==> src/rtl/temp_meas_sched_if.sv <==
// Bundles the temperature-measurement scheduler's control, measurement and status signals.
// master drives requests and oscillator counts; slave is the scheduler itself.
interface temp_meas_sched_if #(
    parameter int DW = 8
);
    logic          start;
    logic          stop;
    logic          continuous;
    logic [7:0]    interval;
    logic [DW-1:0] thr_hi;
    logic [DW-1:0] thr_lo;
    logic [DW-1:0] delta;
    logic          delta_valid;
    logic          ana_en;
    logic          busy;
    logic [DW-1:0] result;
    logic          result_valid;
    logic          alarm_hi;
    logic          alarm_lo;
    logic          timeout_err;

    modport master (
        output start, stop, continuous, interval, thr_hi, thr_lo, delta, delta_valid,
        input  ana_en, busy, result, result_valid, alarm_hi, alarm_lo, timeout_err
    );

    modport slave (
        input  start, stop, continuous, interval, thr_hi, thr_lo, delta, delta_valid,
        output ana_en, busy, result, result_valid, alarm_hi, alarm_lo, timeout_err
    );
endinterface

==> src/rtl/temp_meas_sched.sv <==
// Settle / measure / average sequencer for the temperature oscillator on lf_clk.
// Define TEMP_SCHED_HYST_EN to give the alarms hysteresis of HYST counts.
module temp_meas_sched #(
    parameter int DW          = 8,
    parameter int AVG_LOG2    = 2,
    parameter int SETTLE_CYC  = 4,
    parameter int TIMEOUT_CYC = 64
`ifdef TEMP_SCHED_HYST_EN
    ,
    parameter int HYST        = 2
`endif
) (
    input logic              lf_clk,
    input logic              rst_n,
    temp_meas_sched_if.slave bus
);
    // state  | meaning
    // IDLE   | oscillator off, waiting for start
    // SETTLE | oscillator on, letting it stabilise for SETTLE_CYC cycles
    // MEAS   | drop first (partial) window, accumulate 2^AVG_LOG2 windows
    // DONE   | one cycle: new result and alarms visible, result_valid high
    // WAIT   | continuous-mode gap of interval cycles before the next settle
    localparam int AW  = DW + AVG_LOG2;
    localparam int SW  = $clog2(SETTLE_CYC + 1);
    localparam int TW  = $clog2(TIMEOUT_CYC + 1);
    localparam int DW1 = DW + 1;

    typedef enum logic [2:0] {S_IDLE, S_SETTLE, S_MEAS, S_DONE, S_WAIT} state_t;

    state_t              state, state_nx;
    logic [SW-1:0]       settle_cnt;
    logic [TW-1:0]       wd_cnt;
    logic [7:0]          wait_cnt;
    logic [AVG_LOG2-1:0] samp_cnt;
    logic                discard;
    logic [AW-1:0]       acc;
    logic [AW-1:0]       acc_sum;
    logic [DW-1:0]       new_res;
    logic                new_hi, new_lo;
    logic                start_ok, take, publish, wd_exp;
    logic                ana_en_c, busy_c, rv_c;
    logic [DW-1:0]       result_q;
    logic                alarm_hi_q, alarm_lo_q, timeout_err_q;

    assign acc_sum = acc + AW'(bus.delta);
    assign new_res = acc_sum[AW-1:AVG_LOG2];

`ifdef TEMP_SCHED_HYST_EN
    logic [DW:0]   hi_clr_w, lo_clr_w;
    logic [DW-1:0] hi_clr, lo_clr;

    always_comb begin
        hi_clr_w = {1'b0, bus.thr_hi} - DW1'(HYST);
        lo_clr_w = {1'b0, bus.thr_lo} + DW1'(HYST);
        hi_clr   = hi_clr_w[DW] ? '0 : hi_clr_w[DW-1:0];
        lo_clr   = lo_clr_w[DW] ? '1 : lo_clr_w[DW-1:0];
        new_hi   = alarm_hi_q;
        new_lo   = alarm_lo_q;
        if (new_res > bus.thr_hi)
            new_hi = 1'b1;
        else if (new_res < hi_clr)
            new_hi = 1'b0;
        if (new_res < bus.thr_lo)
            new_lo = 1'b1;
        else if (new_res > lo_clr)
            new_lo = 1'b0;
    end
`else
    assign new_hi = new_res > bus.thr_hi;
    assign new_lo = new_res < bus.thr_lo;
`endif

    always_ff @(posedge lf_clk or negedge rst_n) begin
        if (!rst_n)
            state <= S_IDLE;
        else
            state <= state_nx;
    end

    always_comb begin
        state_nx = state;
        start_ok = 1'b0;
        take     = 1'b0;
        publish  = 1'b0;
        wd_exp   = 1'b0;
        ana_en_c = 1'b0;
        busy_c   = 1'b1;
        rv_c     = 1'b0;
        case (state)
            S_IDLE: begin
                busy_c = 1'b0;
                if (bus.start) begin
                    start_ok = 1'b1;
                    state_nx = S_SETTLE;
                end
            end
            S_SETTLE: begin
                ana_en_c = 1'b1;
                if (settle_cnt == '0)
                    state_nx = S_MEAS;
            end
            S_MEAS: begin
                ana_en_c = 1'b1;
                if (bus.delta_valid) begin
                    take = !discard;
                    if (!discard && samp_cnt == '0) begin
                        publish  = 1'b1;
                        state_nx = S_DONE;
                    end
                end else if (wd_cnt == '0) begin
                    wd_exp   = 1'b1;
                    state_nx = S_IDLE;
                end
            end
            S_DONE: begin
                rv_c = 1'b1;
                if (!bus.continuous)
                    state_nx = S_IDLE;
                else if (bus.interval == 8'd0)
                    state_nx = S_SETTLE;
                else
                    state_nx = S_WAIT;
            end
            S_WAIT: begin
                if (wait_cnt == 8'd0)
                    state_nx = S_SETTLE;
            end
            default: state_nx = S_IDLE;
        endcase
        // Abort overrides everything, including a result that would land this cycle.
        if (bus.stop) begin
            state_nx = S_IDLE;
            start_ok = 1'b0;
            take     = 1'b0;
            publish  = 1'b0;
            wd_exp   = 1'b0;
        end
    end

    always_ff @(posedge lf_clk or negedge rst_n) begin
        if (!rst_n) begin
            settle_cnt    <= '0;
            wd_cnt        <= '0;
            wait_cnt      <= '0;
            samp_cnt      <= '0;
            discard       <= 1'b0;
            acc           <= '0;
            result_q      <= '0;
            alarm_hi_q    <= 1'b0;
            alarm_lo_q    <= 1'b0;
            timeout_err_q <= 1'b0;
        end else begin
            if (state_nx == S_SETTLE && state != S_SETTLE)
                settle_cnt <= SW'(SETTLE_CYC - 1);
            else if (state == S_SETTLE)
                settle_cnt <= settle_cnt - SW'(1);

            if (state == S_DONE && state_nx == S_WAIT)
                wait_cnt <= bus.interval - 8'd1;
            else if (state == S_WAIT)
                wait_cnt <= wait_cnt - 8'd1;

            if (state == S_SETTLE && state_nx == S_MEAS) begin
                acc      <= '0;
                samp_cnt <= '1;
                discard  <= 1'b1;
                wd_cnt   <= TW'(TIMEOUT_CYC - 1);
            end else if (state == S_MEAS) begin
                if (bus.delta_valid) begin
                    wd_cnt  <= TW'(TIMEOUT_CYC - 1);
                    discard <= 1'b0;
                end else begin
                    wd_cnt <= wd_cnt - TW'(1);
                end
                if (take) begin
                    acc      <= acc_sum;
                    samp_cnt <= samp_cnt - AVG_LOG2'(1);
                end
            end

            if (publish) begin
                result_q   <= new_res;
                alarm_hi_q <= new_hi;
                alarm_lo_q <= new_lo;
            end

            if (start_ok)
                timeout_err_q <= 1'b0;
            else if (wd_exp)
                timeout_err_q <= 1'b1;
        end
    end

    assign bus.ana_en       = ana_en_c;
    assign bus.busy         = busy_c;
    assign bus.result_valid = rv_c;
    assign bus.result       = result_q;
    assign bus.alarm_hi     = alarm_hi_q;
    assign bus.alarm_lo     = alarm_lo_q;
    assign bus.timeout_err  = timeout_err_q;
endmodule

==> src/flat_wrapper.sv <==
// flat-port wrapper written by rule: the top's interface ports become plain ports
module temp_meas_sched_flat 
#(
    parameter int DW          = 8,
    parameter int AVG_LOG2    = 2,
    parameter int SETTLE_CYC  = 4,
    parameter int TIMEOUT_CYC = 64

)
  (lf_clk, rst_n, bus_start, bus_stop, bus_continuous, bus_interval, bus_thr_hi, bus_thr_lo, bus_delta, bus_delta_valid, bus_ana_en, bus_busy, bus_result, bus_result_valid, bus_alarm_hi, bus_alarm_lo, bus_timeout_err);
  temp_meas_sched_if #(.DW(DW)) bus_i ();
  input logic lf_clk;
  input logic rst_n;
  input wire logic [$bits(bus_i.start)-1:0] bus_start;
  input wire logic [$bits(bus_i.stop)-1:0] bus_stop;
  input wire logic [$bits(bus_i.continuous)-1:0] bus_continuous;
  input wire logic [$bits(bus_i.interval)-1:0] bus_interval;
  input wire logic [$bits(bus_i.thr_hi)-1:0] bus_thr_hi;
  input wire logic [$bits(bus_i.thr_lo)-1:0] bus_thr_lo;
  input wire logic [$bits(bus_i.delta)-1:0] bus_delta;
  input wire logic [$bits(bus_i.delta_valid)-1:0] bus_delta_valid;
  output wire logic [$bits(bus_i.ana_en)-1:0] bus_ana_en;
  output wire logic [$bits(bus_i.busy)-1:0] bus_busy;
  output wire logic [$bits(bus_i.result)-1:0] bus_result;
  output wire logic [$bits(bus_i.result_valid)-1:0] bus_result_valid;
  output wire logic [$bits(bus_i.alarm_hi)-1:0] bus_alarm_hi;
  output wire logic [$bits(bus_i.alarm_lo)-1:0] bus_alarm_lo;
  output wire logic [$bits(bus_i.timeout_err)-1:0] bus_timeout_err;
  assign bus_i.start = bus_start;
  assign bus_i.stop = bus_stop;
  assign bus_i.continuous = bus_continuous;
  assign bus_i.interval = bus_interval;
  assign bus_i.thr_hi = bus_thr_hi;
  assign bus_i.thr_lo = bus_thr_lo;
  assign bus_i.delta = bus_delta;
  assign bus_i.delta_valid = bus_delta_valid;
  assign bus_ana_en = bus_i.ana_en;
  assign bus_busy = bus_i.busy;
  assign bus_result = bus_i.result;
  assign bus_result_valid = bus_i.result_valid;
  assign bus_alarm_hi = bus_i.alarm_hi;
  assign bus_alarm_lo = bus_i.alarm_lo;
  assign bus_timeout_err = bus_i.timeout_err;
  temp_meas_sched #(.DW(DW), .AVG_LOG2(AVG_LOG2), .SETTLE_CYC(SETTLE_CYC), .TIMEOUT_CYC(TIMEOUT_CYC)) u_core (.lf_clk(lf_clk), .rst_n(rst_n), .bus(bus_i));
endmodule
==> config.mk <==
export PLATFORM = sky130hd
export DESIGN_NAME = temp_meas_sched_flat
export DESIGN_NICKNAME = d
export VERILOG_FILES = /design/src/rtl/temp_meas_sched_if.sv /design/src/rtl/temp_meas_sched.sv /design/src/flat_wrapper.sv
export SDC_FILE = /design/constraint.sdc
export NUM_CORES = 1
export LEC_CHECK = 0
export CORE_ASPECT_RATIO = 0.9
export CORE_MARGIN = 1.5
export CORE_UTILIZATION = 47
export CTS_CLUSTER_SIZE = 8
export DETAILED_ROUTE_END_ITERATION = 7
export DONT_BUFFER_PORTS = 1
export MAX_ROUTING_LAYER = met4
export PLACE_DENSITY_LB_ADDON = 0.25
export RECOVER_POWER = 25
export SYNTH_ARGS = -nofsm -noshare
export SYNTH_HDL_FRONTEND = slang
export SYNTH_SLANG_ARGS = --single-unit
export TNS_END_PERCENT = 5
==> constraint.sdc <==
create_clock -name lf_clk -period 3.9 [get_ports lf_clk]
set_clock_uncertainty 0.05 [all_clocks]
set_input_delay 0.78 -clock lf_clk [delete_from_list [all_inputs] [get_ports lf_clk]]
set_output_delay 0.78 -clock lf_clk [all_outputs]
set_load 0.05 [all_outputs]
==> results of run 1 <==
## layout make-up
cell class | count | area, µm²
Fill cell | 609 | 2963
Multi-Input combinational cell | 242 | 1783
Sequential cell | 45 | 1126
Tap cell | 87 | 108.9
Inverter | 25 | 93.84
Clock buffer | 5 | 68.82
Clock inverter | 3 | 65.06
Timing Repair Buffer | 1 | 7.507
## power breakdown
group / switching [mW] / internal [mW] / total (mW)
registers: 0.0603 / 0.533 / 0.593
clock network: 0.165 / 0.255 / 0.420
logic: 0.239 / 0.185 / 0.424
total: 0.464 / 0.972 / 1.44
## per-stage QoR
step	total power [mW]	cells	utilization [%]	cell area [µm²]
2_1_floorplan	0.9280	321	-	3055
3_3_place_gp	1.008	400	50.18	3119
3_5_place_dp	1.025	400	50.18	3119
4_1_cts	1.453	408	52.33	3253
5_1_grt	1.538	408	52.33	3253
6_report	1.436	408	52.33	3253
## how the worst max path moves through the flow
stage | startpoint | endpoint | slack (ns)
2_1_floorplan | bus_delta[0] | u_core.bus.alarm_hi$_DFFE_PN0P_ | 0.71
3_3_place_gp | bus_delta[0] | u_core.bus.alarm_hi$_DFFE_PN0P_ | 0.46
3_5_place_dp | bus_delta[0] | u_core.bus.alarm_hi$_DFFE_PN0P_ | 0.42
4_1_cts | bus_delta[0] | u_core.bus.alarm_hi$_DFFE_PN0P_ | 0.75
5_1_grt | u_core.state[2]$_DFF_PN0_ | u_core.wait_cnt[6]$_DFFE_PN0P_ | 0.50
6_report | bus_delta[0] | u_core.bus.alarm_hi$_DFFE_PN0P_ | 0.73
## state kept, by name, summed over array words and instances (netlist names)
signal                  cells
u_core.discard              1
u_core.bus.alarm_lo         1
u_core.samp_cnt             2
u_core.acc                 10
u_core.state                3
u_core.bus.timeout_err      1
u_core.settle_cnt           3
u_core.bus.alarm_hi         1
u_core.wait_cnt             8
u_core.bus.result           8
u_core.wd_cnt               7
## cell usage in the layout, fill, tap and decap left out, types with 3 or more instances in the layout
master,instances
dfrtp_1,45
ha_1,28
nor2_1,27
inv_1,25
nand2_1,25
a21oi_1,22
xnor2_1,17
nor3_1,9
a21o_1,8
o21ai_0,8
a22o_1,8
mux2_2,8
xor2_1,7
nand3_1,5
clkbuf_8,5
or4_1,4
mux2i_1,4
or3_1,3
nor3b_1,3
o41ai_1,3
nor2b_1,3
and2_1,3
a31oi_1,3
## cell families after synthesis
logic type                 count (synthesis)  share of synthesized area, %
AOI/OAI and AO/OA                         74                         16.87
buffers and inverters                     34                         4.791
muxes                                     12                         4.259
and+or+nand+nor                          103                         18.22
adders and majority gates                 29                         12.12
xor gates and xnor gates                  24                         6.880
DFF                                       45                         36.86
## per-layer routing
layer	vias up	wire [µm]	track usage, %
met4	0	149	8.571
met2	48	2753	31.30
met5	-	0	-
met3	14	340	4.964
li1	1140	-	-
met1	1072	3085	25.70
## worst max-delay path: stages
cell,delay (ns)
ha_1,0.22
fa_1,0.41
a21oi_1,0.21
o211ai_1,0.16
o41ai_1,0.49
xnor2_1,0.23
ha_1,0.35
and4_1,0.20
nand2_1,0.05
mux2i_1,0.13
a31oi_1,0.06
==> metrics.log, run 1 <==
INFO  metric status = completed
INFO  metric routabilityCongestion = 0.8301
INFO  metric fin_ws = about 0.73 ns
INFO  metric ys_warn_count = 0
INFO  metric dr_iter_0_viols = 119
INFO  metric syn-cell-area = 3055 µm²
INFO  metric final_min_period_over_clock_period = 81.35%
INFO  metric tritoncts.num_buffers = 5
INFO  metric rrSetupSlack = around 0.8 ns
INFO  metric grt_start_max_net_pins = 46
INFO  metric grt_pass1_wl = 10.60 mm
INFO  metric dpl_worst_slack = 0.4204 ns
INFO  metric netlist.top_cell.by_area = dfrtp_1
INFO  metric r2r-end = u_core.wait_cnt[6]$_DFFE_PN0P_
INFO  metric required_time_reported_for_the_critical_path_endpoint = around 4.0 ns
INFO  metric post_cts_resized = 0
INFO  metric antenna_viol_nets_final = 0
INFO  metric ys_async_sr_fraction = 100.0%
INFO  metric synth-seq-area-share = 36.86%
INFO  metric worst-slew-pin-transition = 0.7860 ns
INFO  metric routed_wl = 6.329 mm
INFO  metric synth_top_cells_by_area = dfrtp_1 37%, ha_1 11%, xnor2_1 4.9%
INFO  metric worstPathMaxFanout = 3
INFO  metric final_nets = 387
INFO  metric arrival_worst_endpoint = roughly 3.3 ns
INFO  metric finalSetupViolCount = 0
INFO  metric postSynthNetCount = between 300 and 400
INFO  metric power.density_cell_area = 441.6 nW/µm²
INFO  metric critical_path.reg2reg.startpoint = u_core.state[2]$_DFF_PN0_
INFO  metric floorplan.io_pins = 52
INFO  metric rsz0062_at_grt = no
INFO  metric start_kind = input pin
INFO  metric cts_tree = yes
INFO  metric grt_antenna_before_repair = 0
INFO  metric buffer_ports.inserted = 0
INFO  metric synth_enable_flop_cells = 0
INFO  metric synth_seq_cells = 45
INFO  metric worst_setup_hold_path_clk_slew = 0.09 ns
INFO  metric route.vias.total = 2274
INFO  metric yosys-top-cells-count = 45 x dfrtp_1, 28 x ha_1, 27 x nor2_1
INFO  metric cp-end-kind = flop
INFO  metric insertion_delay = 0.31 ns
INFO  metric gr-total-overflow = 0
INFO  metric synth_cells = 321
INFO  metric period_minus_slack = 3.173 ns
INFO  metric postSynthAreaPerCell = 9.518 µm²
INFO  metric cts_stage_hold_buffer_count = 0
INFO  metric fmax = 315.2 MHz
INFO  metric drc = 0
INFO  metric static-leakage-power = 1.500 nW
INFO  metric place_hpwl = around 4.8 mm
INFO  metric ys_dominant_reg_cell = dfrtp_1
INFO  metric floorplan.die.width = 87.99 µm
INFO  metric rows = 27
INFO  metric die-height = 79.49 µm
INFO  metric finalHoldViolCount = 0
INFO  metric final_max_slew_viol_count = 0
INFO  metric cts_root_buffer = clkbuf_8
INFO  metric cts.sinks = 45
INFO  metric worst_slew_margin_rel = 47.41%
INFO  metric level_count_of_the_clock_h_tree = 2
INFO  metric postCtsSetupRepairBufs = 0
INFO  metric yosys.cell_types.count = 54
INFO  metric synthMostInstantiatedCell = dfrtp_1
INFO  metric share_of_cells_above_drive_strength_1 = 8.723%
INFO  metric timing.setup.critical_path_class = in -> reg
INFO  metric grt_util_all_layers = 20.40%
INFO  metric drv_cap = 0
INFO  metric setup_tns = 0 ns
INFO  metric avgViaCountPerCell = about 5.6
INFO  metric post_drt_wl_per_cell = 15.51 µm
INFO  metric fin_worst_hold_slack = 0.1028 ns
INFO  metric clockBufferDepth = 2
INFO  metric num_antenna_cells = 0
INFO  metric synthToLayoutAreaGrowth = 6.470%
INFO  metric drtPass1Iterations = 4
INFO  metric hold_class = in -> async
INFO  metric post-synth-top-area-fraction = 36.86%
INFO  metric timing.reg2reg.worst_path_depth = 9
INFO  metric start_util = 49.15%
INFO  metric ir_drop = around 0.23 mV
INFO  metric dieArea = 6994 µm²
INFO  metric core_area = 6216 µm²
INFO  metric first_global_vias = roughly 2300
(Power assumes the default switching activity.)
==> run 2, diff against run 1 <==
clock period = 3.05 ns   (was 3.9 ns; I/O delays follow)
==> run 2 against run 1 <==
The run now ends with max-capacitance violations, max-slew violations left. Global-route usage up 0.12 points. Wire length grew 0.40%. Clock power rose by 15%. Combinational power up 34%. Design area is 2.6% higher. Via count increased by 2.8%. First-iteration DRC count shrank 23%. Register-to-register slack got worse by 0.60 ns. Final cell count grew 2.7%. Worst setup slack worse by 0.53 ns. Critical path type is now reg -> reg.
==> metrics.log, run 2 (synthesized netlist as in run 1, its figures left out) <==
INFO  metric buffer_ports.inserted = 0 (unchanged)
INFO  metric level_count_of_the_clock_h_tree = 2 (unchanged)
INFO  metric final_max_slew_viol_count = 46 (was 0)
INFO  metric cts_tree = yes (unchanged)
INFO  metric tritoncts.num_buffers = 5 (unchanged)
INFO  metric avgViaCountPerCell = 5.578 (was 5.574)
INFO  metric final_nets = 398 (was 387)
INFO  metric finalSetupViolCount = 0 (unchanged)
INFO  metric cts_root_buffer = clkbuf_8 (unchanged)
INFO  metric grt_pass1_wl = 10.78 mm (was 10.60 mm)
INFO  metric failed_checks = max-capacitance violations, max-slew violations
INFO  metric fmax = between 300 and 400 MHz
INFO  metric placed_cells = 410 (was 400)
INFO  metric worstPathMaxFanout = 4 (was 3)
INFO  metric number_of_non_filler_instances_in_the_completed_layout = 419 (was 408)
INFO  metric grt_antenna_before_repair = 0 (unchanged)
INFO  metric fin_worst_hold_slack = 0.3275 ns (was 0.1028 ns)
INFO  metric worst_slew_margin_rel = -35.47% (was 47.41%)
INFO  metric power.net_switching = 608.2 µW (was 464.1 µW)
INFO  metric period_minus_slack = 2.851 ns
INFO  metric drtPass1Iterations = 4 (unchanged)
INFO  metric rows = 27 (unchanged)
INFO  metric ir_drop = 0.2567 mV (was 0.2311 mV)
INFO  metric insertion_delay = 0.30 ns (was 0.31 ns)
INFO  metric clockBufferDepth = 2 (unchanged)
INFO  metric post_drt_wl_per_cell = 15.16 µm (was 15.51 µm)
INFO  metric static-leakage-power = 1.562 nW (was 1.500 nW)
INFO  metric hold_class = in -> reg (was in -> async)
INFO  metric gr-total-overflow = 0 (unchanged)
INFO  metric num_antenna_cells = 0 (unchanged)
INFO  metric antenna_viol_nets_final = 0 (unchanged)
INFO  metric routed_wl = 6.354 mm (was 6.329 mm)
INFO  metric dr_iter_0_viols = 92 (was 119)
INFO  metric p_comb_share = 31.5% (was 29.5%)
INFO  metric start_kind = flop (was input pin)
INFO  metric drc = 0 (unchanged)
INFO  metric netSwitchingFraction = 33.61% (was 32.31%)
INFO  metric pwr-share-seq = 41.9% (was 41.3%)
INFO  metric status = finished, violations left (was completed)
INFO  metric route.vias.total = 2337 (was 2274)
INFO  metric timing.setup.critical_path_class = reg -> reg (was in -> reg)
INFO  metric share_clk_of_total_power = 26.6% (was 29.2%)
INFO  metric worst_setup_hold_path_clk_slew = 0.09 ns (about the same)
INFO  metric finalHoldViolCount = 0 (unchanged)
INFO  metric arrival_worst_endpoint = 2.97 ns (was 3.30 ns)
INFO  metric drv_cap = 1 (was 0)
INFO  metric grt_util_all_layers = 20.52% (was 20.40%)
INFO  metric layout.cells.most_common = dfrtp_1 (unchanged)
INFO  metric largest-register = u_core.acc (unchanged)
INFO  metric largest_register_ffs = 10 (unchanged)
INFO  metric routabilityCongestion = 0.8116 (was 0.8301)
INFO  metric internal_power = 1.201 mW (was 972.4 µW)
INFO  metric final_min_period_over_clock_period = 93.48%
INFO  metric floorplan.io_pins = 52 (unchanged)
INFO  metric cp-end-kind = flop (unchanged)
INFO  metric floorplan.die.width = 87.99 µm (unchanged)
INFO  metric grt_start_max_net_pins = 46 (unchanged)
INFO  metric first_global_vias = 2292 (unchanged)
INFO  metric postCtsSetupRepairBufs = 0 (unchanged)
INFO  metric core_area = 6216 µm² (unchanged)
INFO  metric worst-slew-pin-transition = 2.032 ns (was 0.7860 ns)
INFO  metric synthToLayoutAreaGrowth = 9.255% (was 6.470%)
INFO  metric required_time_reported_for_the_critical_path_endpoint = 3.17 ns (was 4.02 ns)
INFO  metric cts.sinks = 45 (unchanged)
INFO  metric share_of_cells_above_drive_strength_1 = 12.05% (was 8.723%)
INFO  metric power.density_cell_area = 542.0 nW/µm² (was 441.6 nW/µm²)
INFO  metric place_hpwl = 4.795 mm (was 4.750 mm)
INFO  metric start_util = 49.15% (unchanged)
INFO  metric dieArea = 6994 µm² (unchanged)
INFO  metric layout.cells.most_common_list = 45 x dfrtp_1, 28 x ha_1, 27 x nor2_1 (unchanged)
INFO  metric rsz0062_at_grt = no (unchanged)
INFO  metric setup_tns = 0 ns (unchanged)
INFO  metric die-height = 79.49 µm (unchanged)
[run 2: what timing repair did]
item,in CTS,in global routing
endpoints found under the setup margin,0,2
resized for setup,0,2
hold endpoints to repair,45,0
hold buffers,1,0
[run 2: final cells by class]
cell class | count | area (µm²)
Inverter | 25 | 93.84
Timing Repair Buffer | 12 | 95.09
Clock inverter | 2 | 37.54
Multi-Input combinational cell | 242 | 1794
Tap cell | 87 | 108.9
Fill cell | 599 | 2878
Clock buffer | 6 | 82.58
Sequential cell | 45 | 1126
[run 2: power groups by stage]
stage / clock network (mW) / logic (mW) / registers, mW
global route: 0.508 / 0.661 / 0.772
global placement: 0 / 0.539 / 0.765
finish: 0.481 / 0.570 / 0.758
detailed placement: 0 / 0.554 / 0.768
CTS: 0.492 / 0.575 / 0.757
floorplan: 0 / 0.444 / 0.742
[run 2: critical path: stages, from the launching register on]
cell and delay [ns]:
dfrtp_1 0.39, ha_1 0.21, buf_4 0.14, a211oi_1 0.33
o21ai_0 0.19, a21oi_1 0.22, xnor2_1 0.26, ha_1 0.34
a21o_1 0.16, a21o_1 0.17, a21oi_1 0.14, a31oi_1 0.10
[run 2: layer usage]
metal	up-vias	routed length [µm]	GRT usage (%)
li1	1158	-	-
met1	1120	3209	28.32
met2	50	2802	30.53
met3	9	269	4.654
met4	0	72	5.238
met5	-	0	-
[run 2: worst paths after layout]
kind	slack (ns)	from	to	cells after the start
min	0.33	bus_interval[0]	u_core.wait_cnt[0]$_DFFE_PN0P_	1
max reg2reg	0.20	u_core.acc[0]$_DFFE_PN0P_	u_core.bus.alarm_hi$_DFFE_PN0P_	11
max in group asynchronous	0.85	rst_n	u_core.bus.timeout_err$_DFFE_PN0P_	1
min reg2reg	0.42	u_core.samp_cnt[0]$_DFFE_PN0P_	u_core.samp_cnt[0]$_DFFE_PN0P_	1
min in group asynchronous	0.92	rst_n	u_core.acc[4]$_DFFE_PN0P_	1
max	0.20	u_core.acc[0]$_DFFE_PN0P_	u_core.bus.alarm_hi$_DFFE_PN0P_	11
[run 2: metrics by stage]
step           setup WS (ns)  util, %  power [mW]  cell area, µm²
4_1_cts               0.1496    53.76       1.825            3342
2_1_floorplan        0.02880        -       1.187            3055
6_report              0.1987    53.70       1.809            3338
5_1_grt             0.001834    53.70       1.940            3338
3_5_place_dp        -0.05641    51.39       1.322            3194
3_3_place_gp         0.01764    51.39       1.303            3194
==> edit, RTL diff (config.mk and constraints of run 2) <==
The 5 states of `state_t` get a one-hot encoding in 5 bits.
--- a/src/rtl/temp_meas_sched.sv
+++ b/src/rtl/temp_meas_sched.sv
@@ -25,7 +25,7 @@
     localparam int TW  = $clog2(TIMEOUT_CYC + 1);
     localparam int DW1 = DW + 1;
 
-    typedef enum logic [2:0] {S_IDLE, S_SETTLE, S_MEAS, S_DONE, S_WAIT} state_t;
+    typedef enum logic [4:0] {S_IDLE = 5'b00001, S_SETTLE = 5'b00010, S_MEAS = 5'b00100, S_DONE = 5'b01000, S_WAIT = 5'b10000} state_t;
 
     state_t              state, state_nx;
     logic [SW-1:0]       settle_cnt;
Formal check against the unedited RTL: same outputs for any inputs over 10 cycles, from zero or initial values and one cycle with rst_n low; not proved beyond that.
==> edit against run 2 <==
  * The flow still finishes with violations (capacitance limit, slew limit)
  * Synthesized area is 8.1% higher
  * Worst hold slack worse by 0.24 ns
  * Sequential cell count is 2 higher
  * Routed wire length is 18% higher
  * Utilization is 0.77 points higher
  * First-iteration DRC count is 16% higher
  * Sequential share of layout area is 1.4 points lower
  * Design area is 9.2% higher
  * Via count is 12% higher
  * Cell count is 10% higher
  * Setup slack worse by 0.16 ns
Power is not compared: it rests on default switching activity, and its combinational part moved more than twofold at a synthesized area within 25%.
==> edit: results <==
outcome:
  outcome: "complete, but fails checks"
  violations: "capacitance limit, slew limit"
routing:
  wl_met3_um: 311
  met1_length_um: 3663
  avgViaCountPerCell: 5.696
  post_drt_wl_per_cell_um: 16.25
  wl_met2_um: 3420
  drt_iter0_drc: 107
yosys:
  ys_warn_count: 0
  syn-num-nets: 424
  yosys.area_share.adder_pct: 11.21
  synth_commonest_cells: "dfrtp_1 (46), nand2_1 (34), nor2_1 (32), ha_1 (28), inv_1 (27)"
  synth_xor_area_share_pct: 6.361
  synth_area_leaders: "dfrtp_1 (35%), ha_1 (11%), nand2_1 (3.9%), nor2_1 (3.6%), xnor2_1 (3.4%)"
  ys_seq_area_share_pct: 35.63
  synth_compound_area_share_pct: 15.94
  netlist_instances: 357
  muxShareOfSynthArea_pct: 5.377
  synth_cell_type_count: 64
global_routing:
  grt_util_all_layers_pct: 21.08
  grt_pass1_vias: 2513
  grt_max_degree: 47
  grt_use_met2_pct: 33.36
  gr-usage-met3_pct: 4.487
  grt_pass1_wl_um: 12100
  grt_util_met1_pct: 27.91
pwr:
  leakagePower_nw: 1.725
setup_path:
  critPathTopFamily: "compound AO/OA/AOI/OAI gates"
  critPathSlowestCell: "dfrtp_1"
  cp.arrival_ns: 3.15
  reg2reg_from: "u_core.acc[0]$_DFFE_PN0P_"
  r2r_cells: 13
  cp_max_fo: 2
  cpPeakStageDelay_ns: 0.41
  worstSetupEndpoint: "u_core.bus.alarm_lo$_DFFE_PN0P_"
  ff2ff_setup_slack_ns: 0.04
finish:
  area_growth_syn_to_layout_pct: 10.30
  diodes: 0
  nFillCells: 590
  fin_nets: 437
  layout-drive-gt1-share_pct: 13.21
  final_cells: 461
min_path:
  hp-class: "in2async"
timing:
  finalCritPeriodShare_pct: 98.58
  holdWs_ns: 0.09005
  worst_slew_pin_slew_ns: 2.241
  maxSlewViolCount: 47
placement:
  dp_hpwl_um: 5558
  gp_congestion: 0.8633
  dpl.cell_count: 451
  place_ws_ns: -0.1253
  placed_cell_area_um2: 3502
run:
  drv_cap: 1
==> edit: layout make-up <==
type	instances	area, um^2	share of cell area [%]
clock buffers	7	86.33	2.369
clock inverters	1	5.005	0.1373
inverters	27	101.3	2.781
multi-input cells	272	2032	55.75
flip-flops and latches	47	1177	32.30
well taps	90	112.6	3.090
repair buffers	17	130.1	3.570
==> edit: report_power, final <==
| part | switching, mW | internal, mW |
|---|---|---|
| registers | 0.0165 | 0.639 |
| logic | 0.144 | 0.104 |
| clock network | 0.216 | 0.183 |
| total | 0.376 | 0.927 |
==> edit: cell families after synthesis <==
family | Yosys count
muxes | 17
xor gates and xnor gates | 24
adders and majority gates | 29
buffers and inverters | 38
DFF | 47
and+or+nand+nor | 131
AOI/OAI and AO/OA | 71
==> edit: repair_timing <==
action,4_1_cts,5_1_grt
endpoints found under the hold margin,46,0
gates resized for setup,0,6
hold buffers,1,0
setup buffers,0,1
endpoints found under the setup margin,0,2
